--- src/rtl/TriggerTypes.sv ---
// Shared trigger-protocol types: responder return codes and responder FSM states.
// Latency: n/a (types only).
// Backpressure: n/a (types only).
package TriggerTypes;

  // Return codes reported on ap_return; 32 bits wide so they drop straight onto the bus.
  typedef enum logic [31:0] {
    EXECUTED    = 32'd1,
    WAIT_INPUT  = 32'd2,
    WAIT_OUTPUT = 32'd3
  } ret_code_e;

  // Actor responder control states.
  typedef enum logic [2:0] {
    ST_IDLE,
    ST_EVAL,
    ST_FIRE,
    ST_WAIT_ACT,
    ST_SETTLE,
    ST_DONE
  } resp_state_e;

endpackage

--- src/rtl/actor_fire_predicate.sv ---
// Firing-rule predicates: every input has enough tokens, every output has enough space.
// Latency: purely combinational, zero cycles.
// Backpressure: none; the caller decides when to sample the result.
//
// Ports:
//   in_count/in_need   : packed per-input token counts and per-firing consumption (need 0 = port not required)
//   out_space/out_need : packed per-output free slots and per-firing production
//   in_ok/out_ok       : unsigned >= test ANDed across all ports
module actor_fire_predicate #(
  parameter int NUM_INPUTS  = 2,
  parameter int NUM_OUTPUTS = 1,
  parameter int CNT_W       = 16
) (
  input  logic [NUM_INPUTS*CNT_W-1:0]  in_count,
  input  logic [NUM_INPUTS*CNT_W-1:0]  in_need,
  input  logic [NUM_OUTPUTS*CNT_W-1:0] out_space,
  input  logic [NUM_OUTPUTS*CNT_W-1:0] out_need,
  output logic                         in_ok,
  output logic                         out_ok
);

  always_comb begin
    in_ok = 1'b1;
    for (int i = 0; i < NUM_INPUTS; i++) begin
      if (in_count[i*CNT_W +: CNT_W] < in_need[i*CNT_W +: CNT_W]) begin
        in_ok = 1'b0;
      end
    end
  end

  always_comb begin
    out_ok = 1'b1;
    for (int j = 0; j < NUM_OUTPUTS; j++) begin
      if (out_space[j*CNT_W +: CNT_W] < out_need[j*CNT_W +: CNT_W]) begin
        out_ok = 1'b0;
      end
    end
  end

endmodule

--- src/rtl/actor_responder.sv ---
// Actor-side responder: on launch, fires the action kernel while the firing rules pass, then reports a return code.
// Latency: 2 cycles launch-to-done with no firing; each firing adds at least 3 cycles (FIRE, SETTLE, EVAL).
// Backpressure: action_start is held until action_ready; ap_start is only accepted in IDLE.
//
// Ports:
//   ap_clk/ap_rst                  : clock, synchronous active-high reset
//   ap_start/ap_done/ap_ready/ap_idle/ap_return : trigger-side ap_ctrl_hs handshake and 32-bit return code
//   in_count/in_need/out_space/out_need         : FIFO occupancy and per-firing token requirements
//   action_start/action_ready/action_done       : kernel launch handshake
//   total_firings                  : wrapping count of firings since reset
module actor_responder
  import TriggerTypes::*;
#(
  parameter int NUM_INPUTS  = 2,
  parameter int NUM_OUTPUTS = 1,
  parameter int CNT_W       = 16,
  parameter int MAX_FIRINGS = 16
) (
  input  logic                         ap_clk,
  input  logic                         ap_rst,
  input  logic                         ap_start,
  output logic                         ap_done,
  output logic                         ap_ready,
  output logic                         ap_idle,
  output logic [31:0]                  ap_return,
  input  logic [NUM_INPUTS*CNT_W-1:0]  in_count,
  input  logic [NUM_INPUTS*CNT_W-1:0]  in_need,
  input  logic [NUM_OUTPUTS*CNT_W-1:0] out_space,
  input  logic [NUM_OUTPUTS*CNT_W-1:0] out_need,
  output logic                         action_start,
  input  logic                         action_ready,
  input  logic                         action_done,
  output logic [31:0]                  total_firings
);

  localparam int                 FIRED_W   = $clog2(MAX_FIRINGS + 1);
  localparam logic [FIRED_W-1:0] FIRED_MAX = FIRED_W'(MAX_FIRINGS);

  resp_state_e        state_q, state_d;
  logic [FIRED_W-1:0] fired_q, fired_d;
  logic [31:0]        total_q, total_d;
  logic [31:0]        ret_q, ret_d;
  logic               in_ok, out_ok;
  logic               fire_ack;

  actor_fire_predicate #(
    .NUM_INPUTS (NUM_INPUTS),
    .NUM_OUTPUTS(NUM_OUTPUTS),
    .CNT_W      (CNT_W)
  ) u_pred (
    .in_count (in_count),
    .in_need  (in_need),
    .out_space(out_space),
    .out_need (out_need),
    .in_ok    (in_ok),
    .out_ok   (out_ok)
  );

  // A kernel completion only counts while a firing is outstanding; stray dones are dropped.
  assign fire_ack = ((state_q == ST_FIRE) && action_ready && action_done) ||
                    ((state_q == ST_WAIT_ACT) && action_done);

  always_ff @(posedge ap_clk) begin
    if (ap_rst) begin
      state_q <= ST_IDLE;
      fired_q <= '0;
      total_q <= '0;
      ret_q   <= '0;
    end else begin
      state_q <= state_d;
      fired_q <= fired_d;
      total_q <= total_d;
      ret_q   <= ret_d;
    end
  end

  always_comb begin
    state_d = state_q;
    fired_d = fired_q;
    total_d = total_q;
    ret_d   = ret_q;
    unique case (state_q)
      ST_IDLE: begin
        if (ap_start) begin
          state_d = ST_EVAL;
          fired_d = '0;
        end
      end
      ST_EVAL: begin
        if (fired_q == FIRED_MAX) begin
          state_d = ST_DONE;
          ret_d   = EXECUTED;
        end else if (in_ok && out_ok) begin
          state_d = ST_FIRE;
        end else begin
          state_d = ST_DONE;
          // Any progress this invocation wins; otherwise starvation outranks back-pressure.
          if (fired_q != '0)  ret_d = EXECUTED;
          else if (!in_ok)    ret_d = WAIT_INPUT;
          else                ret_d = WAIT_OUTPUT;
        end
      end
      ST_FIRE: begin
        if (action_ready) begin
          state_d = action_done ? ST_SETTLE : ST_WAIT_ACT;
        end
      end
      ST_WAIT_ACT: begin
        if (action_done) state_d = ST_SETTLE;
      end
      // Gives the FIFOs one cycle to reflect the firing before predicates are re-sampled.
      ST_SETTLE: state_d = ST_EVAL;
      ST_DONE:   state_d = ST_IDLE;
      default:   state_d = ST_IDLE;
    endcase
    // FIRE is only entered with fired_q < MAX_FIRINGS, so this cannot wrap.
    if (fire_ack) begin
      fired_d = fired_q + FIRED_W'(1);
      total_d = total_q + 32'd1;
    end
  end

  always_comb begin
    ap_done       = (state_q == ST_DONE);
    ap_ready      = ap_done;
    ap_idle       = (state_q == ST_IDLE);
    action_start  = (state_q == ST_FIRE);
    ap_return     = ret_q;
    total_firings = total_q;
  end

endmodule

--- config.mk ---
export PLATFORM = sky130hd
export DESIGN_NAME = actor_responder
export DESIGN_NICKNAME = d
export VERILOG_FILES = /design/src/rtl/TriggerTypes.sv /design/src/rtl/actor_fire_predicate.sv /design/src/rtl/actor_responder.sv
export SDC_FILE = /design/constraint.sdc
export NUM_CORES = 1
export LEC_CHECK = 0
export ABC_AREA = 1
export CORE_AREA = 5 5 147 79
export CTS_CLUSTER_SIZE = 12
export DETAILED_ROUTE_END_ITERATION = 8
export DIE_AREA = 0 0 152 84
export PLACE_DENSITY = 0.77
export SYNTH_ARGS = -nofsm -noshare
export SYNTH_HDL_FRONTEND = slang
export SYNTH_HIERARCHICAL = 1
export SYNTH_SLANG_ARGS = --single-unit
--- constraint.sdc ---
create_clock -name ap_clk -period 1.55 [get_ports ap_clk]
set_input_delay 0.31 -clock ap_clk [delete_from_list [all_inputs] [get_ports ap_clk]]
set_output_delay 0.31 -clock ap_clk [all_outputs]
set_load 0.03 [all_outputs]
==> impl_metrics.tcl <==
set metrics [dict create \
    maxCapViolations 0 \
    ant_nets 0 \
    grt.total_usage 0.184 \
    numCtsBuffers 5 \
    clock_latency_ns 0.30 \
    grt_max_degree 25 \
    synth.distinct_cells 35 \
    p_int_mw 2.19 \
    routedWlPerCell_um 13.6 \
    synth-warning-count 6 \
    min_path_type "flip-flop to flip-flop" \
    min_to "fired_q[3]$_SDFFE_PP0P_" \
    pwr-share-seq 0.336 \
    dp_hpwl_mm 9.60 \
    grt-ovfl-total 0 \
    grt_first_pass_wirelength_mm 19.3 \
    syn-cell-area_sq_mm 0.00383 \
    drc 0 \
    htree_levels 2 \
    setup_viol 0 \
    dieArea_sq_mm 0.0128 \
    leakage_nw 2.98 \
    yosys.area.top_type "dfxtp_1" \
    crit_chain "inv_2, nor2_4, nand2_4, nor2_8, nand2_4, nor2_8, nand2_2, nor3_2, nor2_1" \
    antenna_found_initial 0 \
    synth_cells 607 \
    grt_setup_unrepaired "yes" \
    finalCriticalPeriod_ns 1.53 \
    min_from "fired_q[3]$_SDFFE_PP0P_" \
    crit_fanout 8 \
    fin_crit_sh 0.988 \
    slew_violations 0 \
    finalWorstSetupSlack_ns 0.0191 \
    vias 4292 \
    crit-reg2reg-launch "state_q[1]$_SDFFE_PP0P_" \
    fin_setup_tns_ns 0 \
    synth.area.top_cells "dfxtp_1 22%, ha_1 16%, nand2_1 15%" \
    synth_area_per_cell_sq_um 6.32 \
    critPathCaptureType "flip-flop" \
    die_x_um 152 \
    core_sq_mm 0.0104 \
    hold_violations 0 \
    cts_tree "done" \
    vias_per_cell 4.61 \
    die_h_um 84 \
    drt_first_pass_iters 5 \
    critPathKind "flip-flop to flip-flop" \
    status "complete, no violations" \
    layout-drive-gt1-share 0.382 \
    start_util 0.369 \
    cp-start-kind "flip-flop" \
    pwr_density_cell_mw_per_mm2 524 \
    syn_to_final_growth_pct 64.1 \
    io_pins 169 \
    synth_top_area_frac 0.219 \
    root_buffer "clkbuf_16" \
    clkPwrFrac 0.335 \
    clkTransAtPathRegs_ns 0.07 \
    min_path_cells 2 \
    port_buffers 138 \
    crit_path_max_incr_delay_ns 0.34 \
    drt_wl_total_mm 12.6 \
    grt_pass1_vias 4013 \
    cts_buffer_depth 2 \
    drt_iter0_markers 211 \
    rrSetupSlack_ns 0.02 \
    power.switching_mw 1.10 \
    clock_skew_ns 0.00967 \
    critPathSlowestCell "dfxtp_2" \
    yosysSeqAreaShare 0.219 \
    hold_buffers 0 \
    rr_worst_depth 9 \
    place_ws_ns -0.753 \
    antennaDiodeCount 0 \
    critPathRequiredTime_ns 1.75 \
    swShare 0.335 \
    ys_ff_latch 42 \
    fmax_mhz 653 \
    critPathArrivalTime_ns 1.73 \
    num_rows 27 \
    combinationalPowerShare 0.330 \
    r2r_end "total_firings[22]$_SDFFE_PP0P_" \
    peakVddDrop_v 0.000425 \
    clock-sinks 42 \
    nets 934 \
    place.gp.congestion 0.894 \
]
==> stage by stage <==
| step | utilization | power, mW | hold slack (ns) | area [sq um] | cells |
|---|---|---|---|---|---|
| 2_1_floorplan | - | 1.66 | 0.445 | 4050 | 636 |
| 3_3_place_gp | 0.543 | 1.99 | 0.457 | 5650 | 918 |
| 3_5_place_dp | 0.543 | 2.00 | 0.458 | 5650 | 918 |
| 4_1_cts | 0.579 | 3.15 | 0.467 | 6020 | 927 |
| 5_1_grt | 0.605 | 3.46 | 0.499 | 6290 | 931 |
| 6_report | 0.605 | 3.30 | 0.465 | 6290 | 931 |
==> cells by family after synthesis <==
family	synth area share
AOI/OAI and AO/OA	0.0953
xor gates and xnor gates	0.00685
adders and majority gates	0.157
buffers and inverters	0.176
DFF	0.219
other	0.000978
and+or+nand+nor	0.345
==> what timing repair did <==
item | 4_1_cts | 5_1_grt
setup endpoints to repair | 44 | 37
buffers inserted | 1 | 4
gates resized for setup | 280 | 163
pin swaps | 104 | 95
==> power groups by stage <==
stage | Combinational (mW) | Sequential, mW | Clock, mW
2_1_floorplan | 0.513 | 1.14 | 0
3_3_place_gp | 0.856 | 1.13 | 0
3_5_place_dp | 0.869 | 1.13 | 0
4_1_cts | 0.930 | 1.11 | 1.11
5_1_grt | 1.19 | 1.11 | 1.16
6_report | 1.09 | 1.11 | 1.10
==> routing by layer <==
metal  part of all wire  GRT usage  vias to the layer above
met4             0.0065     0.0318                        0
met3              0.078     0.0399                        8
met1               0.49      0.272                     1930
met5                  0          0                        -
met2               0.43      0.275                      151
li1                   -          -                     2203
==> critical path: cells and delay by family (launching register included) <==
family        cells  cell delay (ns)
buf+inv           1             0.05
flops             1             0.34
simple gates      8             1.04
==> area by class of cell <==
type                            instances  area [sq um]
Clock inverter                          3          23.8
Fill cell                             968          4110
Multi-Input combinational cell        446          3260
Clock buffer                            5           125
Tap cell                              145           181
Inverter                              112           430
Sequential cell                        42           856
Timing Repair Buffer                  178          1410
==> how the worst max path moves through the flow <==
stage	slack, ns	from	depth (start not counted)	endpoint
detailed placement	-0.75	in_need[21]	15	ap_return[0]$_SDFFE_PP0P_
global placement	-0.74	in_need[21]	15	ap_return[0]$_SDFFE_PP0P_
CTS	-0.05	in_count[21]	14	ap_return[0]$_SDFFE_PP0P_
finish	0.02	state_q[1]$_SDFFE_PP0P_	9	total_firings[22]$_SDFFE_PP0P_
global route	-0.08	state_q[1]$_SDFFE_PP0P_	9	total_firings[22]$_SDFFE_PP0P_
floorplan	-0.02	total_firings[1]$_SDFFE_PP0P_	8	total_firings[22]$_SDFFE_PP0P_
==> Yosys cell counts (all sizes together) <==
cell	number
nor4	1
nor3b	1
dfxtp	42
nand3b	1
nand3	31
nand2	156
a21oi	46
buf	33
conb	1
inv	112
o21bai	1
and3	2
nor2	84
nand4	7
xor2	2
a31oi	1
ha	48
a211oi	2
a21o	1
o21ai	19
clkbuf	3
nor3	12
xnor2	1
==> cell usage in the layout (no fill, tap or decap), types with 5 or more instances in the layout <==
master | Yosys | layout
a21oi_1 | 45 | 26
a21oi_2 | 1 | 14
a21oi_4 | 0 | 6
buf_2 | 2 | 17
buf_4 | 31 | 40
buf_6 | 0 | 9
clkbuf_16 | 0 | 5
clkbuf_2 | 0 | 32
clkdlybuf4s15_1 | 0 | 12
conb_1 | 1 | 30
dfxtp_1 | 42 | 32
dfxtp_2 | 0 | 9
dlygate4sd2_1 | 0 | 59
ha_1 | 48 | 8
ha_4 | 0 | 38
inv_1 | 103 | 61
inv_2 | 9 | 49
nand2_1 | 152 | 128
nand2_2 | 3 | 19
nand2_4 | 1 | 9
nand3_1 | 28 | 21
nand3_2 | 2 | 7
nand4_1 | 7 | 7
nor2_1 | 74 | 64
nor2_2 | 5 | 10
nor2_4 | 3 | 8
nor3_1 | 7 | 5
nor3_2 | 5 | 7
o21ai_0 | 16 | 7
o21ai_1 | 3 | 8
==> flip-flops by register name (all words and copies together) (netlist names) <==
name	cells
ap_return	2
fired_q	5
state_q	3
total_firings	32
Power figures use the tool's default switching activity.
